`src/rtl/udp_checksum_engine_if.sv`:
```
// Beat stream and result bundle for the UDP checksum engine.
// master drives the datagram; slave is the engine.
interface udp_checksum_engine_if #(
  parameter int DATA_W = 32
);
  logic              i_start;
  logic              i_mode;
  logic [15:0]       i_seed;
  logic              i_valid;
  logic [DATA_W-1:0] i_data;
  logic [DATA_W/8-1:0] i_keep;
  logic              i_last;
  logic              o_ready;
  logic              o_busy;
  logic              o_done;
  logic [15:0]       o_checksum;
  logic              o_checksum_valid;
  logic              o_err;

  modport master (
    output i_start, i_mode, i_seed,
    output i_valid, i_data, i_keep, i_last,
    input  o_ready, o_busy, o_done,
    input  o_checksum, o_checksum_valid, o_err
  );

  modport slave (
    input  i_start, i_mode, i_seed,
    input  i_valid, i_data, i_keep, i_last,
    output o_ready, o_busy, o_done,
    output o_checksum, o_checksum_valid, o_err
  );
endinterface

```
`src/rtl/udp_checksum_engine.sv`:
```
// Streaming ones'-complement checksum over byte-masked beats,
// seeded by a pseudo-header sum; generate or verify mode.
module udp_checksum_engine #(
  parameter int DATA_W    = 32,
  parameter int MAX_BEATS = 1024
) (
  input logic i_clk,
  input logic i_rst,
  udp_checksum_engine_if.slave bus
);
  localparam int LANES = DATA_W / 16;
  localparam int NB    = DATA_W / 8;
  localparam int CW    = $clog2(MAX_BEATS + 1);

  typedef enum logic [1:0] {
    IDLE, ACCUM, FOLD, DONE
  } state_t;

  state_t state, state_nxt;

  logic [31:0]       acc;
  logic [CW-1:0]     cnt;
  logic [CW-1:0]     cnt_inc;
  logic              mode_q;
  logic              err_q;
  logic [15:0]       chk_q;
  logic              cv_q;
  logic              err_out;
  logic              accept;
  logic [DATA_W-1:0] masked;
  logic [31:0]       beat_sum;
  logic [16:0]       s17;
  logic [15:0]       f;
  logic [15:0]       inv;
  logic [15:0]       gen;

  always_comb begin
    masked = '0;
    for (int b = 0; b < NB; b++) begin
      masked[b*8 +: 8] = bus.i_keep[b] ?
        bus.i_data[b*8 +: 8] : 8'h00;
    end
    beat_sum = '0;
    for (int l = 0; l < LANES; l++) begin
      beat_sum = beat_sum + {16'h0, masked[l*16 +: 16]};
    end
  end

  // end-around carry: two steps always suffice for 32 bits
  always_comb begin
    s17 = {1'b0, acc[15:0]} + {1'b0, acc[31:16]};
    f   = s17[15:0] + {15'h0, s17[16]};
    inv = ~f;
    gen = (inv == 16'h0000) ? 16'hFFFF : inv;
  end

  assign accept  = (state == ACCUM) && bus.i_valid;
  assign cnt_inc = cnt + CW'(1);

  always_comb begin
    state_nxt = state;
    unique case (state)
      IDLE:  if (bus.i_start) state_nxt = ACCUM;
      ACCUM: begin
        if (accept && (bus.i_last ||
            cnt_inc == CW'(MAX_BEATS)))
          state_nxt = FOLD;
      end
      FOLD:  state_nxt = DONE;
      DONE:  state_nxt = IDLE;
      default: state_nxt = IDLE;
    endcase
  end

  always_ff @(posedge i_clk) begin
    if (!i_rst) begin
      state   <= IDLE;
      acc     <= '0;
      cnt     <= '0;
      mode_q  <= 1'b0;
      err_q   <= 1'b0;
      chk_q   <= 16'h0000;
      cv_q    <= 1'b0;
      err_out <= 1'b0;
    end else begin
      state <= state_nxt;
      unique case (state)
        IDLE: begin
          if (bus.i_start) begin
            acc    <= {16'h0, bus.i_seed};
            cnt    <= '0;
            mode_q <= bus.i_mode;
            err_q  <= 1'b0;
          end
        end
        ACCUM: begin
          if (accept) begin
            acc <= acc + beat_sum;
            cnt <= cnt_inc;
            if (!bus.i_last &&
                cnt_inc == CW'(MAX_BEATS))
              err_q <= 1'b1;
          end
        end
        FOLD: begin
          chk_q   <= mode_q ? f : gen;
          cv_q    <= mode_q && !err_q &&
                     (f == 16'hFFFF);
          err_out <= err_q;
        end
        default: ;
      endcase
    end
  end

  assign bus.o_ready          = (state == ACCUM);
  assign bus.o_busy           = (state != IDLE);
  assign bus.o_done           = (state == DONE);
  assign bus.o_checksum       = chk_q;
  assign bus.o_checksum_valid = cv_q;
  assign bus.o_err            = err_out;
endmodule

```
`src/flat_wrapper.sv`:
```
// flat-port wrapper written by rule: the top's interface ports become plain ports
module udp_checksum_engine_flat 
#(
  parameter int DATA_W    = 32,
  parameter int MAX_BEATS = 1024
)
  (i_clk, i_rst, bus_i_start, bus_i_mode, bus_i_seed, bus_i_valid, bus_i_data, bus_i_keep, bus_i_last, bus_o_ready, bus_o_busy, bus_o_done, bus_o_checksum, bus_o_checksum_valid, bus_o_err);
  udp_checksum_engine_if #(.DATA_W(DATA_W)) bus_i ();
  input logic i_clk;
  input logic i_rst;
  input wire logic [$bits(bus_i.i_start)-1:0] bus_i_start;
  input wire logic [$bits(bus_i.i_mode)-1:0] bus_i_mode;
  input wire logic [$bits(bus_i.i_seed)-1:0] bus_i_seed;
  input wire logic [$bits(bus_i.i_valid)-1:0] bus_i_valid;
  input wire logic [$bits(bus_i.i_data)-1:0] bus_i_data;
  input wire logic [$bits(bus_i.i_keep)-1:0] bus_i_keep;
  input wire logic [$bits(bus_i.i_last)-1:0] bus_i_last;
  output wire logic [$bits(bus_i.o_ready)-1:0] bus_o_ready;
  output wire logic [$bits(bus_i.o_busy)-1:0] bus_o_busy;
  output wire logic [$bits(bus_i.o_done)-1:0] bus_o_done;
  output wire logic [$bits(bus_i.o_checksum)-1:0] bus_o_checksum;
  output wire logic [$bits(bus_i.o_checksum_valid)-1:0] bus_o_checksum_valid;
  output wire logic [$bits(bus_i.o_err)-1:0] bus_o_err;
  assign bus_i.i_start = bus_i_start;
  assign bus_i.i_mode = bus_i_mode;
  assign bus_i.i_seed = bus_i_seed;
  assign bus_i.i_valid = bus_i_valid;
  assign bus_i.i_data = bus_i_data;
  assign bus_i.i_keep = bus_i_keep;
  assign bus_i.i_last = bus_i_last;
  assign bus_o_ready = bus_i.o_ready;
  assign bus_o_busy = bus_i.o_busy;
  assign bus_o_done = bus_i.o_done;
  assign bus_o_checksum = bus_i.o_checksum;
  assign bus_o_checksum_valid = bus_i.o_checksum_valid;
  assign bus_o_err = bus_i.o_err;
  udp_checksum_engine #(.DATA_W(DATA_W), .MAX_BEATS(MAX_BEATS)) u_core (.i_clk(i_clk), .i_rst(i_rst), .bus(bus_i));
endmodule
```
`config.mk`:
```
export PLATFORM = sky130hd
export DESIGN_NAME = udp_checksum_engine_flat
export DESIGN_NICKNAME = d
export VERILOG_FILES = /design/src/rtl/udp_checksum_engine_if.sv /design/src/rtl/udp_checksum_engine.sv /design/src/flat_wrapper.sv
export SDC_FILE = /design/constraint.sdc
export NUM_CORES = 1
export LEC_CHECK = 0
export BUFFER_PORTS_ARGS = -buffer_cell sky130_fd_sc_hd__buf_2
export CAP_MARGIN = 20
export CORE_UTILIZATION = 55
export DETAILED_ROUTE_END_ITERATION = 10
export PLACE_DENSITY = 0.78
export SYNTH_ARGS = -nofsm -noshare
export SYNTH_HDL_FRONTEND = slang
export SYNTH_SLANG_ARGS = --single-unit
```
`constraint.sdc`:
```
create_clock -name i_clk -period 10.05 [get_ports i_clk]
set_clock_uncertainty 0.15 [all_clocks]
set_input_delay 1.5075 -clock i_clk [delete_from_list [all_inputs] [get_ports i_clk]]
set_output_delay 1.5075 -clock i_clk [all_outputs]
set_load 0.02 [all_outputs]
```
==> flow_summary.yaml <==
outcome:
  outcome: "completed"
worst_setup_path:
  r2r_start: "u_core.acc[0]"
  regToRegSetupSlack_ns: 4.46
  reg2reg_to: "u_core.bus.o_checksum[8]"
  required_ns: 10.14
  end_kind: "flop"
  path_max_fanout: 12
  startpoint_type: "primary input"
  critPathLaunch: "bus_i_keep[0]"
  arrival_ns: 6.39
  crit_type: "in -> reg"
  worstRegToRegCells: 22
die:
  coreArea_mm2: 0.0104
  fp-row-count: 37
  start_util_pct: 57.4
  ios: 79
  die_area_mm2: 0.0113
  die_width_um: 106
  die_height_um: 106
cells_and_area:
  fin_area_mm2: 0.00666
  nets: 961
  area_delta_synth_final_pct: 11.3
  n_antenna_cell: 0
  stdcell_count: 984
  layout-drive-gt1-share_pct: 15.6
  utilization_pct: 63.9
  fill_cells: 935
pwr:
  intPower_mw: 0.702
  swShare_pct: 45.4
  leakagePower_nw: 2.83
  power_frac_comb_pct: 54.1
  pwr-share-seq_pct: 28.0
  p_clk_share_pct: 18.0
  peakVddDrop_mv: 0.102
  p_per_area_mw_per_mm2: 193
  switchingPower_mw: 0.583
clock_tree:
  numCtsBuffers: 9
  htreeDepth: 3
  cts_sinks: 65
  cts.path.max_buffers: 2
  post_cts_buffers: 0
  insertion_delay_ns: 0.36
  cts_tree: "done"
  clk_root_buffer_cell: "clkbuf_8"
  postCtsHoldBufs: 0
  clk_pin_slew_worst_paths_ns: 0.08
  cts_resized: 0
hold_path:
  holdPathStages: 2
  whs_endpoint: "u_core.bus.o_checksum_valid"
  hp-class: "reg -> reg"
  hp-start: "u_core.bus.o_checksum_valid"
detailed_routing:
  wl_met2_um: 6970
  dr.pass1.iters: 5
  first_iter_violations: 283
  route.detailed.drc: 0
  drt-met1-wl_um: 6360
  routedWlPerCell_um: 14.5
  highest_layer: "met4"
  vias_per_cell: 5.96
  dr_wl_met3_um: 660
  antenna_left: 0
  vias: 5865
  wirelength_um: 14300
timing:
  slew_headroom_pct: 31.6
  fmax_ghz: 0.159
  slew_viol_final: 0
  rsz0062_at_grt: "no"
  worst_hold_slack_ns: 0.363
  fin_crit_sh_pct: 62.6
  hold_viol: 0
  worst_slew_pin_slew_ns: 1.02
  setup_viol: 0
  post-route-min-period_ns: 6.30
  tns_ns: 0
grt:
  grt_max_degree: 32
  grt.total_usage_pct: 26.4
  grt_pass1_wl_um: 24600
  grt_overflow: 0
  antenna_found_initial: 0
  grt_pass1_vias: 5661
synthesis:
  synth_ff_type: "dfxtp_1"
  synth-edff-count: 0
  syn_nets: 894
  synthCells: 776
  netlist_area_mm2: 0.00598
  synth-seq-cells: 65
  synth.distinct_cells: 73
  yosysWarnings: 0
  avgSynthCellArea_um2: 7.71
  ys_seq_area_share_pct: 21.7
  async_flop_share_pct: 0
place:
  place_inst: 967
  dpl.hpwl_um: 11200
  gp_congestion: 0.883
  place_area_mm2: 0.00644
  port_buffers: 78
run:
  drv_cap: 0
per-stage QoR:
step / power, mW / worst slack (ns)
final: 1.29 / 3.75
after global routing: 1.39 / 3.22
after CTS: 1.28 / 3.79
after detailed placement: 1.05 / 3.44
after global placement: 1.03 / 3.66
after floorplan: 0.895 / 4.27
worst max-delay path by stage:
stage	end
6_report	u_core.acc[31]
5_1_grt	u_core.acc[31]
4_1_cts	u_core.acc[31]
3_5_place_dp	u_core.acc[31]
3_3_place_gp	u_core.acc[27]
2_1_floorplan	u_core.acc[27]
kinds of logic (layout without fill, tap and decap cells):
family | Yosys count | in the layout | share of synthesized area, %
simple gates | 283 | 283 | 23.9
compound gates | 241 | 241 | 27.2
flops | 65 | 65 | 21.7
fa+ha+maj | 60 | 60 | 12.9
xor+xnor | 59 | 59 | 8.64
buf+inv | 59 | 131 | 4.04
mux | 9 | 9 | 1.57
state kept, by name, indices dropped and copies added, names as in the netlist:
register                     flops
u_core.acc                      32
u_core.bus.o_checksum           16
u_core.cnt                      11
u_core.state                     2
u_core.bus.o_checksum_valid      1
u_core.bus.o_err                 1
u_core.err_q                     1
u_core.mode_q                    1
Yosys cell counts (all sizes together) (8+ instances only):
cell type	n	share of area [%]
o21bai	8	1.0
nand4	8	0.94
and2	37	3.9
nand2	51	3.2
and3	13	1.4
a21o	16	2.0
a21oi	95	8.6
o221ai	16	2.3
nand2b	16	1.7
clkbuf	21	1.3
ha	57	12
o21ai	42	3.6
a211oi	13	2.0
xnor2	45	6.6
nor2	85	5.4
nor3	17	1.4
dfxtp	65	22
or3	9	0.94
nand3	22	1.8
xor2	14	2.0
inv	34	2.1
placed cells by master, fill, tap and decap left out, types with 9 or more instances in the layout:
cell type   n
a21o_1     15
a21oi_1    85
a21oi_2    10
and2_1     36
and3_1     12
buf_2      78
clkbuf_8   10
dfxtp_1    65
ha_1       57
inv_1      34
nand2_1    51
nand2b_1   16
nand3_1    22
nor2_1     84
nor3_1     17
o21ai_0    35
o221ai_1   16
or3_1       9
xnor2_1    45
xor2_1     14
power by group through the flow:
stage | combinational (mW) | clock, mW | sequential (mW)
final | 0.695 | 0.231 | 0.360
after global routing | 0.772 | 0.247 | 0.366
after CTS | 0.691 | 0.233 | 0.359
after detailed placement | 0.686 | 0 | 0.364
after global placement | 0.666 | 0 | 0.361
after floorplan | 0.521 | 0 | 0.374
worst max-delay path: stages:
cell,delay [ns]
buf_2,0.13
and2_1,0.15
ha_1,0.17
inv_1,0.06
fa_1,0.40
nor2b_1,0.12
o21ai_0,0.11
a21boi_0,0.26
o21ai_0,0.14
a21boi_0,0.24
o21ai_0,0.14
nor2b_1,0.16
xnor2_1,0.12
ha_1,0.33
a21o_1,0.19
a21o_1,0.20
a211o_1,0.30
a21oi_1,0.20
a21oi_1,0.17
a211o_1,0.29
a21oi_1,0.63
nor4_1,0.14
xnor2_1,0.17
nor2_1,0.06
layer usage:
metal,track usage [%],up-vias
met1,30.9,2740
met4,9.92,0
met2,47.0,141
li1,-,2959
met3,5.52,25
met5,0,-
layout make-up:
type / count / area [µm²] / share of cell area, %
well taps: 136 / 170 / 2.56
inverters: 34 / 128 / 1.92
multi-input cells: 652 / 4440 / 66.7
flip-flops and latches: 65 / 1300 / 19.5
repair buffers: 81 / 413 / 6.20
clock inverters: 6 / 66.3 / 0.996
clock buffers: 10 / 138 / 2.07
No activity file was read; power rests on OpenSTA's default activity.
